## config.mk

```make
export PLATFORM = sky130hd
export DESIGN_NAME = prediction_voter
export DESIGN_NICKNAME = d
export VERILOG_FILES = /design/src/rtl/prediction_voter.sv
export SDC_FILE = /design/constraint.sdc
export NUM_CORES = 1
export LEC_CHECK = 0
export CORE_MARGIN = 2
export CORE_UTILIZATION = 55
export CTS_CLUSTER_DIAMETER = 120
export DETAILED_ROUTE_END_ITERATION = 7
export PLACE_DENSITY = 0.75
export SYNTH_ARGS = -nofsm -noshare
export SYNTH_HDL_FRONTEND = slang
export SYNTH_SLANG_ARGS = --single-unit
```

## constraint.sdc

```tcl
create_clock -name clk -period 3.3 [get_ports clk]
set_input_delay 0.66 -clock clk [delete_from_list [all_inputs] [get_ports clk]]
set_output_delay 0.66 -clock clk [all_outputs]
set_load 0.01 [all_outputs]
```

## src/rtl/prediction_voter.sv

```systemverilog
// prediction_voter: temporal majority filter between the digit classifier and the display.
// Ports:
//   clk, rst_n     clock, asynchronous active-low reset
//   pred_valid     one-cycle pulse qualifying pred_in
//   pred_in[3:0]   raw class, 0..9 digit, 10..15 "no digit"
//   stable_digit   filtered digit, 4'hF when blank
//   stable_valid   stable_digit holds a digit
//   confidence     history count of the stable digit, 0 when blank
//   digit_changed  one-cycle pulse when stable_digit changes value
//   busy           FSM is processing a prediction
module prediction_voter #(
    parameter int DEPTH          = 8,
    parameter int THRESHOLD      = 5,
    parameter int RELEASE        = 2,
    parameter int TIMEOUT_CYCLES = 50000000
) (
    input  logic       clk,
    input  logic       rst_n,
    input  logic       pred_valid,
    input  logic [3:0] pred_in,
    output logic [3:0] stable_digit,
    output logic       stable_valid,
    output logic [3:0] confidence,
    output logic       digit_changed,
    output logic       busy
);
    localparam int PW = (DEPTH > 1) ? $clog2(DEPTH) : 1;
    localparam int FW = $clog2(DEPTH + 1);
    localparam int TW = $clog2(TIMEOUT_CYCLES);
    localparam logic [PW-1:0] PTR_LAST = PW'(DEPTH - 1);
    localparam logic [FW-1:0] FILL_MAX = FW'(DEPTH);
    localparam logic [TW-1:0] TMO_LAST = TW'(TIMEOUT_CYCLES - 1);
    localparam logic [3:0] TH4  = 4'(THRESHOLD);
    localparam logic [3:0] REL4 = 4'(RELEASE);
    localparam logic [1:0] S_IDLE = 2'd0, S_UPDATE = 2'd1, S_SCAN = 2'd2, S_DECIDE = 2'd3;

    logic [1:0]    state_q, state_d;
    logic [3:0]    hist_q [DEPTH];
    logic [3:0]    hist_d [DEPTH];
    logic [3:0]    cnt_q [10];
    logic [3:0]    cnt_d [10];
    logic [PW-1:0] ptr_q, ptr_d;
    logic [FW-1:0] fill_q, fill_d;
    logic [TW-1:0] tmo_q, tmo_d;
    logic          pend_q, pend_d;
    logic [3:0]    pend_val_q, pend_val_d;
    logic [3:0]    cur_q, cur_d;
    logic [3:0]    idx_q, idx_d, max_cnt_q, max_cnt_d, max_idx_q, max_idx_d;
    logic [3:0]    digit_q, digit_d, conf_q, conf_d;
    logic          valid_q, valid_d, chg_q, chg_d;

    logic [3:0] old_val, cnt_idx, cnt_s, cnt_max, new_digit, new_conf;
    logic       full, new_valid, timeout;

    // Decision logic for DECIDE plus the counter lookups it and SCAN need.
    always_comb begin
        old_val = hist_q[ptr_q];
        full    = fill_q == FILL_MAX;
        cnt_idx = '0;
        cnt_s   = '0;
        cnt_max = '0;
        for (int k = 0; k < 10; k++) begin
            if (idx_q == 4'(k))     cnt_idx = cnt_q[k];
            if (digit_q == 4'(k))   cnt_s   = cnt_q[k];
            if (max_idx_q == 4'(k)) cnt_max = cnt_q[k];
        end
        new_digit = digit_q;
        new_valid = valid_q;
        if (!valid_q && max_cnt_q >= TH4) begin
            new_digit = max_idx_q;
            new_valid = 1'b1;
        end else if (valid_q && max_idx_q != digit_q && max_cnt_q >= TH4 && max_cnt_q > cnt_s) begin
            new_digit = max_idx_q;
        end else if (valid_q && cnt_s < REL4) begin
            new_digit = 4'hF;
            new_valid = 1'b0;
        end
        new_conf = !new_valid ? 4'd0 : (new_digit == max_idx_q) ? cnt_max : cnt_s;
        // A prediction on the expiry cycle cancels the timeout.
        timeout  = state_q == S_IDLE && !pred_valid && tmo_q == TMO_LAST;
    end

    always_comb begin
        state_d    = state_q;
        hist_d     = hist_q;
        cnt_d      = cnt_q;
        ptr_d      = ptr_q;
        fill_d     = fill_q;
        pend_d     = pend_q;
        pend_val_d = pend_val_q;
        cur_d      = cur_q;
        idx_d      = idx_q;
        max_cnt_d  = max_cnt_q;
        max_idx_d  = max_idx_q;
        digit_d    = digit_q;
        valid_d    = valid_q;
        conf_d     = conf_q;
        chg_d      = 1'b0;
        tmo_d      = pred_valid ? '0 : (state_q == S_IDLE) ? tmo_q + 1'b1 : tmo_q;
        // Single-entry pending slot: the newest pulse seen while busy wins.
        if (pred_valid && state_q != S_IDLE) begin
            pend_d     = 1'b1;
            pend_val_d = pred_in;
        end
        case (state_q)
            S_IDLE: begin
                if (pred_valid) begin
                    cur_d   = pred_in;
                    state_d = S_UPDATE;
                end else if (timeout) begin
                    for (int i = 0; i < DEPTH; i++) hist_d[i] = 4'hF;
                    for (int k = 0; k < 10; k++) cnt_d[k] = '0;
                    ptr_d   = '0;
                    fill_d  = '0;
                    tmo_d   = '0;
                    digit_d = 4'hF;
                    valid_d = 1'b0;
                    conf_d  = '0;
                    chg_d   = valid_q;
                end
            end
            S_UPDATE: begin
                // Remove the evicted entry and add the new one; values >9 touch no counter.
                for (int k = 0; k < 10; k++)
                    cnt_d[k] = cnt_q[k] - {3'b0, full && old_val == 4'(k)} + {3'b0, cur_q == 4'(k)};
                hist_d[ptr_q] = cur_q;
                ptr_d     = (ptr_q == PTR_LAST) ? '0 : ptr_q + 1'b1;
                fill_d    = full ? fill_q : fill_q + 1'b1;
                idx_d     = '0;
                max_cnt_d = '0;
                max_idx_d = '0;
                state_d   = S_SCAN;
            end
            S_SCAN: begin
                // Strictly greater keeps the lowest index on ties.
                if (cnt_idx > max_cnt_q) begin
                    max_cnt_d = cnt_idx;
                    max_idx_d = idx_q;
                end
                idx_d   = idx_q + 1'b1;
                state_d = (idx_q == 4'd9) ? S_DECIDE : S_SCAN;
            end
            default: begin
                digit_d = new_digit;
                valid_d = new_valid;
                conf_d  = new_conf;
                chg_d   = new_digit != digit_q;
                pend_d  = 1'b0;
                state_d = (pred_valid || pend_q) ? S_UPDATE : S_IDLE;
                cur_d   = pred_valid ? pred_in : pend_val_q;
            end
        endcase
    end

    always_ff @(posedge clk or negedge rst_n) begin
        if (!rst_n) begin
            state_q <= S_IDLE;
            for (int i = 0; i < DEPTH; i++) hist_q[i] <= 4'hF;
            for (int k = 0; k < 10; k++) cnt_q[k] <= '0;
            ptr_q      <= '0;
            fill_q     <= '0;
            tmo_q      <= '0;
            pend_q     <= 1'b0;
            pend_val_q <= '0;
            cur_q      <= '0;
            idx_q      <= '0;
            max_cnt_q  <= '0;
            max_idx_q  <= '0;
            digit_q    <= 4'hF;
            valid_q    <= 1'b0;
            conf_q     <= '0;
            chg_q      <= 1'b0;
        end else begin
            state_q    <= state_d;
            hist_q     <= hist_d;
            cnt_q      <= cnt_d;
            ptr_q      <= ptr_d;
            fill_q     <= fill_d;
            tmo_q      <= tmo_d;
            pend_q     <= pend_d;
            pend_val_q <= pend_val_d;
            cur_q      <= cur_d;
            idx_q      <= idx_d;
            max_cnt_q  <= max_cnt_d;
            max_idx_q  <= max_idx_d;
            digit_q    <= digit_d;
            valid_q    <= valid_d;
            conf_q     <= conf_d;
            chg_q      <= chg_d;
        end
    end

    assign stable_digit  = digit_q;
    assign stable_valid  = valid_q;
    assign confidence    = conf_q;
    assign digit_changed = chg_q;
    assign busy          = state_q != S_IDLE;
endmodule

```

==> impl_metrics.py <==
metrics = {
    "run_status": {
        "outcome": "finished clean",
    },
    "timing": {
        "worst_pin_slew_ns": 0.6542,
        "fin_skew_ns": 0.01158,
        "min_period_ns": 3.241,
        "final-hold-violation-count": 0,
        "slew_headroom": 0.5593,
        "finalSetupViolations": 0,
        "maxSlewViolCount": 0,
        "finalCritPeriodShare": 0.9822,
        "max_freq_mhz": 308.5,
        "hold_ws_ns": 0.1283,
        "grt_setup_unrepaired": "true",
    },
    "final_layout": {
        "drive_gt1_frac": 0.2187,
        "syn_to_final_growth_pct": 19.43,
        "layout.nets": 1231,
        "diodes": 0,
        "fillCellCount": 1352,
        "fin_area_sq_um": 11340,
    },
    "synth": {
        "synth_cells": 1080,
        "dominantRegCellSynth": "dfrtp_1",
        "synthesis.nets": 1158,
        "ys.warnings.count": 0,
        "ys_ff_latch": 138,
        "yosysUniqueCellTypes": 74,
        "synth-async-reset-ratio": 1.000,
        "ys_seq_area_frac": 0.3685,
        "syn_area_sq_um": 9493,
        "synth_edf_count": 0,
        "syn_avg_cell_area_sq_um": 8.790,
    },
    "setup_path": {
        "cp-startpoint": "idx_q[0]$_DFFE_PN0P_",
        "critPathRequiredTime_ns": 3.62,
        "worst-r2r-cell-count": 15,
        "cp-start-kind": "flip-flop",
        "cp-end-kind": "flip-flop",
        "reg2reg_slack_ns": 0.06,
        "reg2reg_from": "idx_q[0]$_DFFE_PN0P_",
        "reg2reg_to": "max_cnt_q[3]$_DFFE_PN0P_",
        "cpMaxStageDelayCell": "mux4_2",
        "cpPeakStageDelay_ns": 0.48,
        "arrival_ns": 3.56,
        "path_class": "reg2reg",
        "critPathMaxFanout": 11,
        "crit_chain": "buf_4 -> ha_4 -> buf_4 -> a21oi_1 -> o31ai_1 -> mux4_2 -> a211oi_2 -> a21oi_1 -> ha_1 -> nor2b_1 -> o21ai_0 -> nand2b_1 -> a21oi_4 -> nor2_2 -> a21o_1",
    },
    "detailed_routing": {
        "drt-initial-drc-count": 786,
        "wl_per_cell_um": 18.68,
        "drc": 0,
        "drt-total-wl_um": 25980,
        "vias": 8619,
        "routed_via_density": 6.196,
        "drtAntennaViolNets": 0,
        "dr.pass1.iters": 7,
    },
    "grt": {
        "grt-busiest-layer": "met2",
        "grt_pass1_wl_um": 41510,
        "grt_pass1_vias": 8140,
        "grt_max_degree": 66,
        "grt_antenna_before_repair": 0,
        "use_met3": 0.05537,
        "overflow": 0,
        "use_met2": 0.4749,
        "grt_util_met1": 0.3880,
        "grt_usage": 0.2897,
    },
    "floorplan": {
        "die_h_um": 135.4,
        "fp.dieW_um": 135.4,
        "dieArea_sq_um": 18330,
        "io-pin-count": 18,
        "rows": 48,
        "start_util": 0.5566,
        "fp.coreArea_sq_um": 17060,
    },
    "clock_network": {
        "clockBufferDepth": 2,
        "holdBufCountCts": 0,
        "cts_buffers": 17,
        "clock_sinks": 138,
        "cts-root-buf": "clkbuf_16",
        "insertion_delay_ns": 0.43,
        "clk_pin_slew_ns": 0.07,
        "h-tree-depth": 4,
        "cts_tree": "built",
    },
    "hold_path": {
        "hold_class": "in2async",
    },
    "pwr": {
        "peakVddDrop_mv": 0.6258,
        "power_density_nw_per_um2": 940.1,
        "power.total_uw": 10660,
        "p_leak_uw": 0.004755,
    },
    "placement": {
        "place_area_sq_um": 10360,
        "place_hpwl_um": 18040,
        "io_buffers": 17,
        "place_congestion": 0.9482,
    },
    "job": {
        "cap_viol_max_count": 0,
    },
}
[cells in the final DEF, fill, tap and decap left out, types with 6 or more instances in the layout]
cell and instances:
mux2_2 7, mux4_2 11, fa_1 10, buf_6 6
o22ai_1 40, nand4_1 13, nand2b_1 10, o21ai_0 60
a21oi_1 75, a22o_1 13, clkdlybuf4s50_1 16, a21o_1 14
nand2_1 101, clkbuf_16 17, o21ai_1 16, ha_1 53
xor2_1 27, nor2_2 7, nand3b_1 8, xnor2_1 12
nor2b_1 13, or3_1 11, nor2_1 99, a22oi_1 14
inv_1 60, dfstp_2 36, inv_6 7, a21oi_2 13
dfrtp_1 99, a31oi_1 8, and3_1 11, nand3_1 31
nor3b_1 8, mux2i_1 14, and2_1 6, buf_4 88
nor3_1 18
[what timing repair did]
| action | CTS | global route |
|---|---|---|
| buffers inserted | 3 | 6 |
| resized for setup | 11 | 70 |
| endpoints found under the setup margin | 20 | 28 |
| cloned | 0 | 2 |
| pin swaps | 3 | 26 |
| hold endpoints to repair | 0 | 0 |
[power breakdown]
| part | total, uW | internal, uW | switching [uW] |
|---|---|---|---|
| Combinational | 5890 | 2580 | 3310 |
| Clock | 1850 | 1060 | 798 |
| Sequential | 2910 | 2260 | 650 |
[kinds of logic (layout without fill, tap and decap cells)]
kind of cell | count (synthesis) | count (layout) | synth area share
and+or+nand+nor | 366 | 367 | 0.1856
xor gates and xnor gates | 43 | 43 | 0.03967
buffers and inverters | 125 | 210 | 0.05496
AOI/OAI and AO/OA | 304 | 304 | 0.1996
adders and majority gates | 71 | 71 | 0.1015
DFF | 138 | 138 | 0.3685
muxes | 33 | 33 | 0.05022
[cells in the mapped netlist (8+ instances only)]
cell type / count / area, sq um
a21o_1: 14 / 105.1
nor2_1: 106 / 397.9
nand2b_1: 11 / 68.82
dfstp_2: 36 / 945.9
nand4_1: 13 / 81.33
clkbuf_1: 39 / 146.4
a31oi_1: 8 / 50.05
and3_1: 11 / 68.82
xor2_1: 27 / 236.5
dfrtp_1: 102 / 2552
nand3_1: 31 / 155.2
o21ai_1: 14 / 70.07
o21ai_0: 64 / 320.3
fa_1: 10 / 200.2
ha_1: 61 / 763.2
mux4_2: 11 / 247.7
mux2i_1: 15 / 150.1
a21oi_1: 89 / 445.4
nand2_1: 105 / 394.1
a22o_1: 13 / 113.9
buf_2: 12 / 60.06
and2_1: 8 / 50.05
nand3b_1: 8 / 60.06
nor3b_1: 8 / 60.06
xnor2_1: 16 / 140.1
or3_1: 11 / 68.82
nor2b_1: 16 / 100.1
a22oi_1: 14 / 105.1
nor3_1: 19 / 95.09
inv_1: 62 / 232.7
o22ai_1: 40 / 250.2
[through the flow]
step / util / cells / setup TNS, ns / setup WS, ns
global route: 0.6647 / 1391 / -1.173 / -0.1286
global placement: 0.6072 / 1348 / -1.270 / -0.1855
CTS: 0.6452 / 1383 / 0 / 0.01692
detailed placement: 0.6072 / 1348 / -2.919 / -0.3707
floorplan: - / 1080 / 0 / 0.02645
finish: 0.6647 / 1391 / 0 / 0.05886
[flip-flops by register name, indices dropped and copies added (netlist names), 4 cells and up]
name          cells
cnt_q            40
hist_q           32
tmo_q            26
confidence        4
cur_q             4
fill_q            4
idx_q             4
max_cnt_q         4
max_idx_q         4
pend_val_q        4
stable_digit      4
[metal layers]
| metal | wire [um] | vias up | share of wire |
|---|---|---|---|
| met2 | 12690 | 349 | 0.49 |
| li1 | - | 4023 | - |
| met5 | 0 | - | 0 |
| met3 | 1653 | 60 | 0.064 |
| met4 | 639 | 0 | 0.025 |
| met1 | 11000 | 4187 | 0.42 |
[critical path: cells and delay by family, from the launching register on]
kind / cells / cell delay, ns
multiplexers: 1 / 0.48
flip-flops: 1 / 0.38
AO/OA/AOI/OAI: 7 / 1.09
buffers and inverters: 2 / 0.31
AND/OR/NAND/NOR: 3 / 0.38
adder cells (fa/ha/maj): 2 / 0.47
[how the worst max path moves through the flow]
stage                                          end  slack, ns
after global routing      max_cnt_q[1]$_DFFE_PN0P_      -0.13
after global placement    max_cnt_q[1]$_DFFE_PN0P_      -0.19
after detailed placement  max_cnt_q[1]$_DFFE_PN0P_      -0.37
final                     max_cnt_q[3]$_DFFE_PN0P_       0.06
after CTS                    cnt_q[19]$_DFFE_PN0P_       0.02
after floorplan           max_cnt_q[0]$_DFFE_PN0P_       0.03
[area by class of cell]
type / count / area, sq um / area share
inverter: 64 / 240.2 / 0.02119
multi-input combinational: 818 / 5799 / 0.5115
sequential: 138 / 3502 / 0.3089
tap: 225 / 281.5 / 0.02483
timing repair buffer: 114 / 953.4 / 0.08410
clock inverter: 13 / 127.6 / 0.01126
clock buffer: 19 / 432.9 / 0.03819
No activity file was read; power rests on OpenSTA's default activity.
